--- config.mk ---
export PLATFORM = sky130hd
export DESIGN_NAME = i2c_bus_arbiter
export DESIGN_NICKNAME = d
export VERILOG_FILES = /design/src/rtl/i2c_bus_arbiter_pkg.sv /design/src/rtl/i2c_bus_arbiter_rr_picker.sv /design/src/rtl/i2c_bus_arbiter.sv
export SDC_FILE = /design/constraint.sdc
export NUM_CORES = 1
export LEC_CHECK = 0
export ABC_CLOCK_PERIOD_IN_PS = 2500
export CAP_MARGIN = 20
export CORE_ASPECT_RATIO = 2
export CORE_MARGIN = 4
export CORE_UTILIZATION = 47
export CTS_CLUSTER_DIAMETER = 200
export DETAILED_ROUTE_END_ITERATION = 12
export HOLD_SLACK_MARGIN = 0.08
export PLACE_DENSITY_LB_ADDON = 0.15
export SLEW_MARGIN = 0
export SYNTH_ARGS = -nofsm -noshare
export SYNTH_HDL_FRONTEND = slang
export SYNTH_SLANG_ARGS = --single-unit
--- constraint.sdc ---
create_clock -name clk -period 2.5 [get_ports clk]
set_input_delay 0.375 -clock clk [delete_from_list [all_inputs] [get_ports clk]]
set_output_delay 0.375 -clock clk [all_outputs]
set_load 0.005 [all_outputs]
--- src/rtl/i2c_bus_arbiter_pkg.sv ---
// -----------------------------------------------------------------------------
// i2c_bus_arbiter_pkg
//   Shared definitions for the I2C bus arbiter: arbiter FSM states and the
//   transfer descriptor that is forwarded to the single i2c_master.
//   No ports (package).
// -----------------------------------------------------------------------------
package i2c_bus_arbiter_pkg;

   localparam int ADDR_W = 7;   // 7-bit slave address
   localparam int CTRL_W = 8;   // control byte (Co/D#C)
   localparam int DATA_W = 8;   // data byte

   typedef enum logic [1:0] {
      S_IDLE = 2'd0,
      S_LOAD = 2'd1,
      S_WAIT = 2'd2,
      S_DONE = 2'd3
   } arb_state_e;

   // One transfer as seen by the master.
   typedef struct packed {
      logic [ADDR_W-1:0] addr;
      logic              rw;
      logic [CTRL_W-1:0] ctrl;
      logic [DATA_W-1:0] data;
   } desc_t;

endpackage

--- src/rtl/i2c_bus_arbiter_rr_picker.sv ---
// -----------------------------------------------------------------------------
// i2c_bus_arbiter_rr_picker
//   Combinational round-robin select: returns the first requester with its
//   request bit set, scanning upward from ptr_i and wrapping at N_REQ.
// Ports:
//   req_i    [N_REQ]  request levels
//   ptr_i    [PW]     requester index with highest priority this round
//   any_o             at least one request present
//   grant_o  [N_REQ]  one-hot winner (zero when any_o = 0)
//   idx_o    [PW]     binary index of the winner
// -----------------------------------------------------------------------------
module i2c_bus_arbiter_rr_picker #(
   parameter int N_REQ = 2
) (
   input  logic [N_REQ-1:0]         req_i,
   input  logic [$clog2(N_REQ)-1:0] ptr_i,
   output logic                     any_o,
   output logic [N_REQ-1:0]         grant_o,
   output logic [$clog2(N_REQ)-1:0] idx_o
);

   localparam int            PW    = $clog2(N_REQ);
   localparam logic [PW:0]   N_EXT = (PW+1)'(N_REQ);

   always_comb begin
      logic [PW:0] cand;
      // NOTE: every output gets a default before the loop, so no path through
      // this block leaves a variable unassigned and no latch is inferred.
      any_o   = 1'b0;
      idx_o   = '0;
      grant_o = '0;
      cand    = '0;
      for (int i = 0; i < N_REQ; i++) begin
         // One extra bit so ptr + i cannot overflow before the wrap.
         cand = {1'b0, ptr_i} + (PW+1)'(i);
         if (cand >= N_EXT) cand = cand - N_EXT;
         if (!any_o && req_i[cand[PW-1:0]]) begin
            any_o = 1'b1;
            idx_o = cand[PW-1:0];
         end
      end
      grant_o = N_REQ'(any_o) << idx_o;
   end

endmodule

--- src/rtl/i2c_bus_arbiter.sv ---
// -----------------------------------------------------------------------------
// i2c_bus_arbiter
//   Shares one i2c_master between N_REQ transaction sources with round-robin
//   arbitration, locked bursts, per-requester done/err and a watchdog.
// Parameters:
//   N_REQ        number of requesters (2..8)
//   TIMEOUT_CYC  cycles allowed in WAIT before abort; 0 disables the watchdog
// Ports:
//   clk, rst                  clock, asynchronous active-high reset
//   req_i / lock_i  [N_REQ]   request level / keep grant after transfer
//   req_addr_i      [7N]      slave address, requester i at [7i+6:7i]
//   req_rw_i        [N]       read/write bit
//   req_ctrl_i      [8N]      control byte
//   req_data_i      [8N]      data byte
//   grant_o         [N]       one-hot registered grant, zero when idle
//   done_o          [N]       1-cycle completion pulse to the granted requester
//   err_o                     valid with done_o: NACK or timeout
//   m_start_o / m_abort_o     1-cycle start / abort pulses to the master
//   m_addr_o, m_rw_o, m_ctrl_o, m_data_o   descriptor, held from start to done
//   m_busy_i, m_done_i, m_nack_i           master status
// -----------------------------------------------------------------------------
module i2c_bus_arbiter
   import i2c_bus_arbiter_pkg::*;
#(
   parameter int N_REQ       = 2,
   parameter int TIMEOUT_CYC = 200000
) (
   input  logic                     clk,
   input  logic                     rst,
   input  logic [N_REQ-1:0]         req_i,
   input  logic [N_REQ-1:0]         lock_i,
   input  logic [ADDR_W*N_REQ-1:0]  req_addr_i,
   input  logic [N_REQ-1:0]         req_rw_i,
   input  logic [CTRL_W*N_REQ-1:0]  req_ctrl_i,
   input  logic [DATA_W*N_REQ-1:0]  req_data_i,
   output logic [N_REQ-1:0]         grant_o,
   output logic [N_REQ-1:0]         done_o,
   output logic                     err_o,
   output logic                     m_start_o,
   output logic                     m_abort_o,
   output logic [ADDR_W-1:0]        m_addr_o,
   output logic                     m_rw_o,
   output logic [CTRL_W-1:0]        m_ctrl_o,
   output logic [DATA_W-1:0]        m_data_o,
   input  logic                     m_busy_i,
   input  logic                     m_done_i,
   input  logic                     m_nack_i
);

   localparam int              PW       = $clog2(N_REQ);
   localparam logic [PW-1:0]   LAST_IDX = PW'(N_REQ-1);
   localparam bit              WD_EN    = (TIMEOUT_CYC > 0);
   localparam int              TW       = WD_EN ? $clog2(TIMEOUT_CYC+1) : 1;
   localparam logic [TW-1:0]   TO_LAST  = WD_EN ? TW'(TIMEOUT_CYC-1) : '0;

   arb_state_e         state_q;
   logic [N_REQ-1:0]   grant_q;
   logic [PW-1:0]      gidx_q;
   logic [PW-1:0]      rr_ptr_q;
   logic [TW-1:0]      timer_q;
   logic [N_REQ-1:0]   done_q;
   logic               err_q;
   logic               m_start_q;
   logic               m_abort_q;
   desc_t              desc_q;

   logic               pick_any_d;
   logic [N_REQ-1:0]   pick_grant_d;
   logic [PW-1:0]      pick_idx_d;
   desc_t              req_desc   [N_REQ];
   desc_t              sel_desc_d;

   // Completion is taken from m_done alone; the busy level carries no extra
   // information for the arbiter.
   logic unused_m_busy;
   assign unused_m_busy = m_busy_i;

   i2c_bus_arbiter_rr_picker #(.N_REQ(N_REQ)) u_picker (
      .req_i   (req_i),
      .ptr_i   (rr_ptr_q),
      .any_o   (pick_any_d),
      .grant_o (pick_grant_d),
      .idx_o   (pick_idx_d)
   );

   // Unpack the flat requester buses into one descriptor per requester.
   for (genvar i = 0; i < N_REQ; i++) begin : g_desc
      assign req_desc[i] = '{addr: req_addr_i[i*ADDR_W +: ADDR_W],
                             rw:   req_rw_i[i],
                             ctrl: req_ctrl_i[i*CTRL_W +: CTRL_W],
                             data: req_data_i[i*DATA_W +: DATA_W]};
   end

   assign sel_desc_d = req_desc[gidx_q];

   // NOTE: all state is updated with non-blocking assignments so every
   // register samples the values from before this edge.
   always_ff @(posedge clk or posedge rst) begin
      if (rst) begin
         state_q   <= S_IDLE;
         grant_q   <= '0;
         gidx_q    <= '0;
         rr_ptr_q  <= '0;
         timer_q   <= '0;
         done_q    <= '0;
         err_q     <= 1'b0;
         m_start_q <= 1'b0;
         m_abort_q <= 1'b0;
         desc_q    <= '0;
      end else begin
         // Pulse outputs fall back to zero unless a state raises them.
         done_q    <= '0;
         err_q     <= 1'b0;
         m_start_q <= 1'b0;
         m_abort_q <= 1'b0;
         case (state_q)
            S_IDLE: begin
               if (pick_any_d) begin
                  grant_q <= pick_grant_d;
                  gidx_q  <= pick_idx_d;
                  state_q <= S_LOAD;
               end
            end
            S_LOAD: begin
               desc_q    <= sel_desc_d;
               m_start_q <= 1'b1;
               timer_q   <= '0;
               state_q   <= S_WAIT;
            end
            S_WAIT: begin
               // m_done has priority over a timeout landing in the same cycle.
               if (m_done_i) begin
                  err_q   <= m_nack_i;
                  done_q  <= grant_q;
                  state_q <= S_DONE;
               end else if (WD_EN && timer_q == TO_LAST) begin
                  m_abort_q <= 1'b1;
                  err_q     <= 1'b1;
                  done_q    <= grant_q;
                  state_q   <= S_DONE;
               end else if (timer_q != '1) begin
                  timer_q <= timer_q + 1'b1;
               end
            end
            S_DONE: begin
               // A locked requester that still wants the bus keeps it.
               if (lock_i[gidx_q] && req_i[gidx_q]) begin
                  state_q <= S_LOAD;
               end else begin
                  grant_q  <= '0;
                  rr_ptr_q <= (gidx_q == LAST_IDX) ? '0 : gidx_q + 1'b1;
                  state_q  <= S_IDLE;
               end
            end
            default: state_q <= S_IDLE;
         endcase
      end
   end

   assign grant_o   = grant_q;
   assign done_o    = done_q;
   assign err_o     = err_q;
   assign m_start_o = m_start_q;
   assign m_abort_o = m_abort_q;
   assign m_addr_o  = desc_q.addr;
   assign m_rw_o    = desc_q.rw;
   assign m_ctrl_o  = desc_q.ctrl;
   assign m_data_o  = desc_q.data;

endmodule

Word level (Yosys, flattened, before mapping):

Cells that the tools add are included.

* register bits: 53
* input bits: 57
* logic and storage cells: 88

* add/subtract/negate cells: 5
* magnitude comparators: 6
* equality and inequality tests: 11
* shift-type cells: 1
* muxes and demuxes: 39
* bitwise operators: 2
* reduce and logical (&&, ||, !) cells: 11

Operator list (number)
* two-way mux 24 bit: 3
* two-way mux 18 bit: 3
* one-hot mux 18 bit (2 select lines): 1
* two-way mux 1 bit: 22
* adder 18 x 1 -> 18 bit (second input constant): 1
* equality test 18 bit (second input constant): 1
* != test 18 bit (second input constant): 1
* two-way mux 2 bit: 8
* != test 2 bit (second input constant): 5
* one-hot mux 2 bit (4 select lines): 1
* < comparator 1 x 2 -> 1 bit (second input constant): 3
* AND reduction 2 bit: 3
* equality test 2 bit (second input constant): 2
* >= comparator 2 bit (second input constant): 2
* one-hot mux 2 bit (2 select lines): 1
* AND reduction 4 bit: 1
* nonzero test 2 bit: 2
* != test 3 bit (second input constant): 1
* AND reduction 3 bit: 1
* adder 1 x 1 -> 2 bit (second input constant): 1
* equality test 2 x 1 -> 1 bit (second input constant): 1
* >= comparator 1 x 2 -> 1 bit (second input constant): 1
* logical AND 1 bit: 2
* logical NOT 2 bit: 1
* other kinds (6): 7

Logic depth before layout (Yosys ltp):

Gate-level depths: netlist of run 1.

* depth after elaboration: 11
* mapped depth: 8

Modules after synthesis:

Synthesis of run 1 repeated with hierarchy kept, for this count alone.

* cells, all modules: 290
* area, all modules: 2866.5 um^2

Modules (own cells, without submodules)
* i2c_bus_arbiter: instances 1, cells an instance 285, area each 2834.0 um^2, sequential area each 1326.3 um^2
* i2c_bus_arbiter_rr_picker: instances 1, cells an instance 5, area each 32.5 um^2, sequential area each 0.0 um^2

Worst setup path before layout of run 1:

Ideal clock, no wire load.

* kind: register to register
* start point: reg timer_q[15]
* end point: reg timer_q[2]
* setup time: 124 ps
* data arrival time: 1991 ps
* path slack: 385 ps
* stages on the path, launching flop included: 7
* path buffers: 1
* period minus slack after synthesis: 2115 ps
* cell sequence: dfrtp_1 -> or4b_1 -> or3_4 -> o21ai_2 -> buf_6 -> nor4b_1 -> a211o_1

* word-level cells in the longest chain between the ends: 3
* elaborated cells between the ends (all ways): 5
* those cells by class: 4 x eq/ne; 1 x reduce/logical

Ends and longest elaborated chain
* start: declaration: line i2c_bus_arbiter.sv:60 `logic [TW-1:0] timer_q;`
* start signal: assignment: line i2c_bus_arbiter.sv:142 `timer_q <= timer_q + 1'b1;`
* != test 18 bit / equality test 18 bit (equally long branches): line i2c_bus_arbiter.sv:141, i2c_bus_arbiter.sv:136
* != test 2 bit (no line)
* AND reduction 4 bit (no line) (*)

Every way passes the cells marked *; elsewhere a longest branch is shown, timed or not.
A chain may end at the register's enable or synchronous reset.

Worst setup path in the final report of run 1:

* start point: reg timer_q[15]
* end point: reg timer_q[5]

Same word-level chain as after synthesis.

==> out/qor.csv, run 1 <==
stage,metric,value,unit
yosys,Post-synth ARST share,100,%
grt,Tot GR Track Use,20.6,%
layout,area of the multi-input gates,0.00142,mm2
cts,CTS tree,yes,
floorplanning,Initial Util,48.9,%
route,vias per inst,5.82,
placed_design,gpl congestion,0.911,
grt,total congestion overflow,0,
timing,minimum clock period,2.29,ns
placed_design,HPWL after detailed placement,5500,um
grt,initial antenna violation count,0,
cts,number of buffers created by CTS,5,
route,final wirelength,7350,um
worst_setup_path,"Req. time, crit path",2.71,ns
cts,# hold bufs at CTS,0,
pwr,Pwr Density,975,mW/mm2
timing,Slew Limit Fails,0,
cts,Clock Tree Root,clkbuf_16,
worst_hold_path,Min-Delay Path Class,input port to async pin,
layout,Nets,440,
grt,vias in the first global route,2623,
grt,first-pass GRT wire length,12200,um
yosys,Area contributors post-synth,"dfrtp_1, mux2i_1, a21oi_1, nor2_1, ha_1",
cts,Worst-Skew Late Latency,0.29,ns
floorplanning,Die Wd,63.0,um
layout,ratio of cells with drive above 1 in the final layout,6.08,%
timing,skew final,0.00479,ns
yosys,Mapped Area,0.00284,mm2
route,DRT Pass-1 Iters,4,
yosys,"area leader, netlist",dfrtp_1,
floorplanning,DIE HEIGHT,118,um
timing,Slew @ Worst Pin,0.521,ns
worst_setup_path,CP Class,register to register,
yosys,Post-synth EDFFs,0,
cts,maximum root-to-sink buffer count,2,
timing,RSZ-0062 raised after global routing,no,
route,First DRT Iteration DRCs,88,
layout,flip-flop and latch area,0.00133,mm2
worst_setup_path,worst path arrival time,2.50,ns
yosys,Gate Count Post-Synth,289,
yosys,Mean Syn Cell Area,9.83,um2
worst_setup_path,Critical Path Source Type,register,
cts,H-tree levels,2,
floorplanning,placeable core region,0.00581,mm2
yosys,top_reg_cell synth,dfrtp_1,
worst_setup_path,CP Max Fanout,25,
yosys,number of synthesis warnings,0,
timing,fin crit share,91.7,%
cts,Post-CTS Setup Inserts,0,
run_status,outcome,"complete, no violations",
cts,Worst-path clk slew,0.07,ns
timing,Achievable Freq,0.436,GHz
timing,final hold violation count,0,
floorplanning,number of top-level pins,88,
cts,CTS sink cnt,53,
worst_setup_path,CP Capture Type,register,
placed_design,PortBufs,86,
timing,Rel. slew slack,65.2,%
route,DRC violations left,0,
cts,post-cts gate resize count,0,
pwr,worst vdd ir,0.614,mV
layout,n_diodes,0,
yosys,Synth Register Bits,53,
layout,fill count,480,
yosys,synthesized net count,352,
pwr,Pleak,1.74,nW
route,Routed Antenna Nets,0,
floorplanning,Core Rows,39,
timing,setup TNS,0,ns
yosys,most common cell in the netlist,dfrtp_1,
floorplanning,die footprint,0.00743,mm2
yosys,post-synthesis sequential area ratio,46.7,%
timing,Setup-failing EPs final,0,
job,Max Cap Viol,0,
yosys,share of the synthesized area in the top cell type,46.7,%
route,WL per Instance,16.7,um
yosys,Synth cell types,45,
layout,final core occ,68.3,%
grt,pin count of the biggest net entering global routing,49,
route,Vias,2555,
layout,Area Overhead vs Synth,39.5,%
yosys,synth cell count leaders,"dfrtp_1, a21oi_1, nor2_1, mux2i_1, nand2_1",
==> worst paths after layout <==
kind / endpoint / slack (ns) / cells past startpoint / startpoint
min in group clk: timer_q[11] / 0.52 / 1 / timer_q[11]
worst max register to register: timer_q[5] / 0.21 / 5 / timer_q[15]
worst max-delay path: timer_q[5] / 0.21 / 5 / timer_q[15]
max in group asynchronous: m_data_o[1] / 1.53 / 3 / rst
worst min register to register: timer_q[11] / 0.52 / 1 / timer_q[11]
worst min-delay path: m_addr_o[0] / 0.43 / 2 / rst
==> final cells by class <==
class	count	area share, %
well taps	61	1.92
flip-flops and latches	53	33.4
multi-input cells	213	35.7
repair buffers	95	23.7
clock inverters	1	0.757
inverters	9	0.852
clock buffers	7	3.60
==> routing by layer <==
metal,part of all wire [%],GRT usage (%)
met1,36,21.8
met2,56,37.5
met3,4.7,4.20
met4,3.3,10.7
met5,0,0
==> flip-flops by register name, indices dropped and copies added, names as in the netlist, 2 cells and up <==
signal and count:
m_data_o 8, state_q 2, timer_q 18, done_o 2, m_ctrl_o 8, m_addr_o 7, grant_o 2
==> cells by family after synthesis <==
| family | count (synthesis) | synth area share, % |
|---|---|---|
| AO/OA/AOI/OAI | 83 | 20.4 |
| buffers and inverters | 23 | 3.61 |
| multiplexers | 26 | 9.16 |
| XOR/XNOR | 1 | 0.308 |
| adder cells (fa/ha/maj) | 6 | 2.64 |
| flip-flops | 53 | 46.7 |
| AND/OR/NAND/NOR | 97 | 17.2 |
==> worst max-delay path, stage by stage, from the launching register on <==
cell	delay, ns
dfrtp_1	0.44
or4b_1	0.56
or3_4	0.42
o21a_4	0.31
a21o_1	0.28
a31oi_1	0.20
==> cells in the final DEF (no fill, tap or decap), types with 4 or more instances in the layout <==
cell / instances
a211o_1: 7
clkbuf_16: 5
and2_1: 6
clkdlybuf4s50_1: 86
mux2i_1: 26
dfrtp_1: 53
a21oi_1: 31
nand2_1: 20
o21ai_0: 5
buf_4: 8
inv_1: 7
a41oi_1: 4
nor4_1: 5
a31oi_1: 9
nand3_1: 9
a22o_1: 4
and3_1: 8
ha_1: 5
nor2_1: 30
nand4_1: 6
==> power by group <==
group / leakage [nW] / internal [W] / switching (W)
Combinational: 1.00 / 0.000880 / 0.000855
Clock: 0.0841 / 0.000501 / 0.000308
Sequential: 0.655 / 0.00113 / 0.000187
Total: 1.74 / 0.00252 / 0.00135
==> through the flow <==
stage	power (W)	hold WS [ns]	setup slack [ns]	cells	instance area, um2
finish	0.00387	0.428	0.208	439	3970
global route	0.00414	0.466	0.111	439	3970
CTS	0.00391	0.445	0.200	439	3970
detailed placement	0.00307	0.511	0.212	431	3790
global placement	0.00303	0.500	0.268	431	3790
floorplan	0.00229	0.466	0.385	289	2840
Note: power is estimated with default switching activity, not from simulation.
==> run 2: changes to the inputs <==
ABC_CLOCK_PERIOD_IN_PS = 2900   (was 2500)
CORE_UTILIZATION = 50   (was 47)
clock period = 2.9 ns   (was 2.5 ns; I/O delays follow)
==> run 2 against run 1 <==
Against the previous run: clock-buffer cell count is 1 lower; highest routed layer unchanged; largest cell class unchanged; sequential share of layout area is 0.97 points higher; worst hold slack better by 0.0079 ns; die area is 5.4% lower; power is 21% lower.
==> out/qor.csv, run 2 (synthesized netlist as in run 1, its figures left out) <==
stage,metric,value,unit,change
floorplanning,number of top-level pins,88,,unchanged
route,Vias,2557,,+0.078%
placed_design,Worst Setup Slack post-DPL,0.467,ns,+0.255 ns
cts,maximum root-to-sink buffer count,2,,unchanged
job,Max Cap Viol,0,,unchanged
route,Routed Antenna Nets,0,,unchanged
worst_setup_path,flop-to-flop setup slack,0.45,ns,+0.25 ns
worst_setup_path,"Req. time, crit path",3.11,ns,+0.40 ns
cts,number of buffers created by CTS,5,,unchanged
timing,final hold violation count,0,,unchanged
layout,"most common cell after layout, fill and taps aside",clkdlybuf4s50_1,,
placed_design,DP Cell Count,429,,-0.46%
floorplanning,Initial Util,52.0,%,+3.0 points
worst_setup_path,reg2reg end,timer_q[17],,
worst_setup_path,CP Class,register to register,,
timing,post-route setup slack,0.455,ns,+0.247 ns
layout,"commonest cells after routing, fill and taps aside","clkdlybuf4s50_1, dfrtp_1, a21oi_1",,
placed_design,HPWL after detailed placement,5690,um,+3.5%
timing,Achievable Freq,0.409,GHz,-6.3%
floorplanning,placeable core region,0.00547,mm2,-5.8%
run_status,outcome,"complete, no violations",,
pwr,worst vdd ir,0.583,mV,-5.1%
route,WL per Instance,16.9,um,+0.95%
timing,Setup-failing EPs final,0,,unchanged
cts,CTS tree,yes,,
cts,Clock Tree Root,clkbuf_8,,
timing,WHS,0.436,ns,+0.00788 ns
layout,Nets,439,,-0.23%
placed_design,gpl congestion,0.932,,+2.2%
worst_setup_path,CP Max Fanout,13,,-48%
layout,Area Overhead vs Synth,35.6,%,
route,vias per inst,5.85,,+0.54%
cts,CTS sink cnt,53,,unchanged
cts,Worst-Skew Late Latency,0.31,ns,+0.02 ns
worst_setup_path,worst path arrival time,2.65,ns,+0.15 ns
grt,initial antenna violation count,0,,unchanged
route,DRT Pass-1 Iters,4,,unchanged
route,DRC violations left,0,,unchanged
cts,Post-CTS Setup Inserts,0,,unchanged
timing,setup TNS,0,ns,unchanged
floorplanning,die footprint,0.00703,mm2,-5.4%
timing,minimum clock period,2.45,ns,+0.153 ns
worst_hold_path,Min-Delay Path Class,input port to async pin,,
worst_setup_path,Reg-to-Reg Start,timer_q[15],,
layout,ratio of cells with drive above 1 in the final layout,5.84,%,-0.25 points
route,final wirelength,7380,um,+0.49%
grt,vias in the first global route,2654,,+1.2%
timing,fin crit share,84.3,%,-7.4 points
worst_setup_path,CP Capture Type,register,,
grt,first-pass GRT wire length,12000,um,-2.0%
floorplanning,Core Rows,38,,-2.6%
pwr,Pwr Density,793,mW/mm2,-19%
route,First DRT Iteration DRCs,202,,+130%
timing,RSZ-0062 raised after global routing,no,,
worst_setup_path,reg2reg path depth,5,,unchanged
cts,post-cts gate resize count,0,,unchanged
floorplanning,Die Wd,61.3,um,-2.7%
pwr,Pleak,1.69,nW,-2.7%
worst_setup_path,Critical Path Source Type,register,,
cts,Worst-path clk slew,0.10,ns,+0.03 ns
grt,total congestion overflow,0,,unchanged
timing,Rel. slew slack,61.4,%,-3.8 points
cts,# hold bufs at CTS,0,,unchanged
timing,skew final,0.0159,ns,+0.0111 ns
layout,n_diodes,0,,unchanged
grt,Tot GR Track Use,22.6,%,+1.9 points
timing,Slew Limit Fails,0,,unchanged
floorplanning,DIE HEIGHT,115,um,-2.8%
cts,H-tree levels,2,,unchanged
layout,Reg with most FFs,timer_q,,
layout,post-route insts no fill,437,,-0.46%
grt,pin count of the biggest net entering global routing,50,,+2.0%
placed_design,PortBufs,86,,unchanged
layout,Largest register FFs,18,,unchanged
timing,Slew @ Worst Pin,0.579,ns,+0.0571 ns
-- run 2: layer usage --
metal	GRT usage (%)	routed length [um]
met1	23.1	2520
met2	40.7	4170
met3	5.30	507
met4	10.4	188
met5	0	0
-- run 2: layout make-up --
cell class,instances,area (um2)
fillers,434,1610
multi-input cells,213,1420
flip-flops and latches,53,1330
repair buffers,94,921
well taps,60,75.1
clock buffers,6,72.6
inverters,9,33.8
clock inverters,2,10.0
-- run 2: per-stage QoR --
stage | power, W | instance area [um2] | utilization [%]
finish | 0.00305 | 3850 | 70.5
global route | 0.00329 | 3850 | 70.5
CTS | 0.00308 | 3850 | 70.5
detailed placement | 0.00266 | 3770 | 69.0
global placement | 0.00261 | 3770 | 69.0
floorplan | 0.00197 | 2840 | -
-- run 2: worst max-delay path, stage by stage, from the launching register on --
cell and delay [ns]:
dfrtp_1 0.44, or4b_1 0.56, or3_4 0.42, o21ai_2 0.48, nor4_1 0.12, a221o_1 0.31
-- run 2: worst max-delay path by stage --
stage / cells after the start / start / end / slack (ns)
finish: 5 / timer_q[15] / timer_q[17] / 0.45
global route: 5 / timer_q[15] / timer_q[17] / 0.33
CTS: 5 / timer_q[15] / timer_q[17] / 0.46
detailed placement: 5 / timer_q[15] / timer_q[17] / 0.47
global placement: 5 / timer_q[15] / timer_q[17] / 0.49
floorplan: 6 / timer_q[15] / timer_q[2] / 0.78
-- run 2: where the power goes --
part | internal (W) | total, W | switching (W)
registers | 0.000977 | 0.00113 | 0.000151
clock network | 0.000168 | 0.000413 | 0.000245
logic | 0.000759 | 0.00151 | 0.000755
total | 0.00190 | 0.00305 | 0.00115
==> run 3: changes to the inputs <==
ABC_CLOCK_PERIOD_IN_PS = 2400   (was 2900)
CORE_UTILIZATION = 47   (was 50)
clock period = 2.4 ns   (was 2.9 ns; I/O delays follow)
==> run 3 against run 2 <==
Against the previous run: clock power is 76% higher; cell count is 1.6% higher; largest power group unchanged; combinational power is 19% higher; setup slack worse by 0.27 ns; power grew 28%; critical path type unchanged; maximum frequency is 11% higher; wire length is 1.2% lower.
==> out/qor.csv, run 3 (synthesized netlist as in run 1, its figures left out) <==
stage,metric,value,unit,change
grt,initial antenna violation count,0,,unchanged
cts,Worst-path clk slew,0.06,ns,-0.04 ns
route,WL per Instance,16.4,um,-2.8%
timing,WHS,0.425,ns,-0.0114 ns
pwr,Pleak,1.76,nW,+3.7%
floorplanning,Die Wd,63.0,um,+2.7%
layout,Area Overhead vs Synth,40.2,%,
grt,Tot GR Track Use,19.9,%,-2.7 points
layout,"commonest cells after routing, fill and taps aside","clkdlybuf4s50_1, dfrtp_1, a21oi_1",,
timing,Rel. slew slack,71.4,%,+9.9 points
worst_setup_path,flop-to-flop setup slack,0.19,ns,-0.27 ns
floorplanning,placeable core region,0.00581,mm2,+6.2%
cts,post-cts gate resize count,0,,unchanged
cts,H-tree levels,2,,unchanged
grt,first-pass GRT wire length,11800,um,-1.2%
layout,final core occ,68.6,%,-1.9 points
worst_setup_path,family with the most delay on the worst path,simple AND/OR/NAND/NOR gates,,
worst_setup_path,"Slowest-stage cell, CP",or4b_1,,
job,Max Cap Viol,0,,unchanged
cts,# hold bufs at CTS,0,,unchanged
worst_setup_path,reg2reg end,timer_q[3],,
worst_setup_path,Critical Path Source Type,register,,
route,DRT Pass-1 Iters,4,,unchanged
worst_setup_path,worst path arrival time,2.42,ns,-0.23 ns
timing,final hold violation count,0,,unchanged
worst_setup_path,Reg-to-Reg Start,timer_q[15],,
floorplanning,die footprint,0.00743,mm2,+5.7%
cts,Clock Tree Root,clkbuf_16,,
layout,fill count,469,,+8.1%
route,DRC violations left,0,,unchanged
layout,Nets,446,,+1.6%
layout,Largest register FFs,18,,unchanged
layout,"most common cell after layout, fill and taps aside",clkdlybuf4s50_1,,
run_status,outcome,"complete, no violations",,
route,final wirelength,7290,um,-1.2%
timing,Setup-failing EPs final,0,,unchanged
worst_setup_path,"Req. time, crit path",2.61,ns,-0.50 ns
layout,ratio of cells with drive above 1 in the final layout,7.57,%,+1.7 points
timing,Achievable Freq,0.452,GHz,+11%
pwr,worst vdd ir,0.610,mV,+4.7%
grt,vias in the first global route,2579,,-2.8%
placed_design,PortBufs,86,,unchanged
worst_setup_path,crit-path max cell delay,0.55,ns,about the same
cts,CTS tree,yes,,
placed_design,HPWL after detailed placement,5410,um,-4.9%
layout,area of the multi-input gates,0.00142,mm2,unchanged
timing,fin crit share,92.2,%,+7.9 points
worst_setup_path,CP Class,register to register,,
floorplanning,Core Rows,39,,+2.6%
worst_setup_path,worst path bufs/invs,0,,unchanged
layout,Reg with most FFs,timer_q,,
cts,Worst-Skew Late Latency,0.29,ns,-0.02 ns
timing,RSZ-0062 raised after global routing,no,,
worst_setup_path,worst path cell trace,or4b_1 > or3_4 > o21a_4 > a21o_1 > a31oi_1,,
floorplanning,DIE HEIGHT,118,um,+2.9%
worst_setup_path,CP Max Fanout,25,,+12
layout,n_diodes,0,,unchanged
route,Vias,2658,,+3.9%
route,Routed Antenna Nets,0,,unchanged
timing,Slew @ Worst Pin,0.430,ns,-0.149 ns
cts,Post-CTS Setup Inserts,0,,unchanged
timing,skew final,0.00462,ns,-0.0113 ns
grt,pin count of the biggest net entering global routing,54,,+8.0%
worst_setup_path,reg2reg path depth,5,,unchanged
cts,number of buffers created by CTS,5,,unchanged
floorplanning,number of top-level pins,88,,unchanged
pwr,"Power, Total",0.00391,W,+28%
worst_hold_path,Min-Delay Path Class,input port to async pin,,
placed_design,gpl congestion,0.958,,+2.9%
layout,flip-flop and latch area,0.00133,mm2,unchanged
route,vias per inst,5.99,,+2.3%
floorplanning,Initial Util,48.9,%,-3.0 points
timing,minimum clock period,2.21,ns,-0.233 ns
pwr,Pwr Density,983,mW/mm2,+24%
grt,total congestion overflow,0,,unchanged
timing,Slew Limit Fails,0,,unchanged
cts,maximum root-to-sink buffer count,2,,unchanged
route,First DRT Iteration DRCs,182,,-9.9%
timing,setup TNS,0,ns,unchanged
worst_setup_path,CP Capture Type,register,,
cts,CTS sink cnt,53,,unchanged
-- run 3: routing by layer --
metal  routed length [um]  track usage (%)
met5                    0                0
met4                  159             8.71
met3                  420             4.58
met2                 4210             38.2
met1                 2510             19.4
-- run 3: per-stage QoR --
step	instances	instance area, um2	setup WS [ns]
3_3_place_gp	437	3840	0.231
6_report	444	3980	0.188
4_1_cts	444	3980	0.174
5_1_grt	444	3980	0.0926
3_5_place_dp	437	3840	0.196
2_1_floorplan	289	2840	0.285
-- run 3: cell type report --
type,instances,share of cell area [%]
Multi-Input combinational cell,213,35.5
Sequential cell,53,33.3
Clock buffer,6,3.49
Inverter,9,0.848
Clock inverter,1,0.188
Tap cell,61,1.92
Timing Repair Buffer,101,24.7
-- run 3: worst reg2reg max path: stages (launching register included) --
cell	delay, ns
dfrtp_1	0.39
or4b_1	0.55
or3_4	0.41
o21a_4	0.30
a21o_1	0.28
a31oi_1	0.20
-- run 3: worst max-delay path by stage --
stage	startpoint	end	slack [ns]	cells past startpoint
3_5_place_dp	timer_q[15]	timer_q[12]	0.20	5
5_1_grt	timer_q[15]	timer_q[3]	0.09	5
4_1_cts	timer_q[15]	timer_q[3]	0.17	5
3_3_place_gp	timer_q[15]	timer_q[3]	0.23	5
2_1_floorplan	timer_q[15]	timer_q[2]	0.28	6
6_report	timer_q[15]	timer_q[3]	0.19	5
-- run 3: power by group --
group / leakage (nW) / internal, W / switching (W)
combinational: 1.03 / 0.000921 / 0.000882
clock: 0.0690 / 0.000410 / 0.000318
sequential: 0.655 / 0.00118 / 0.000201
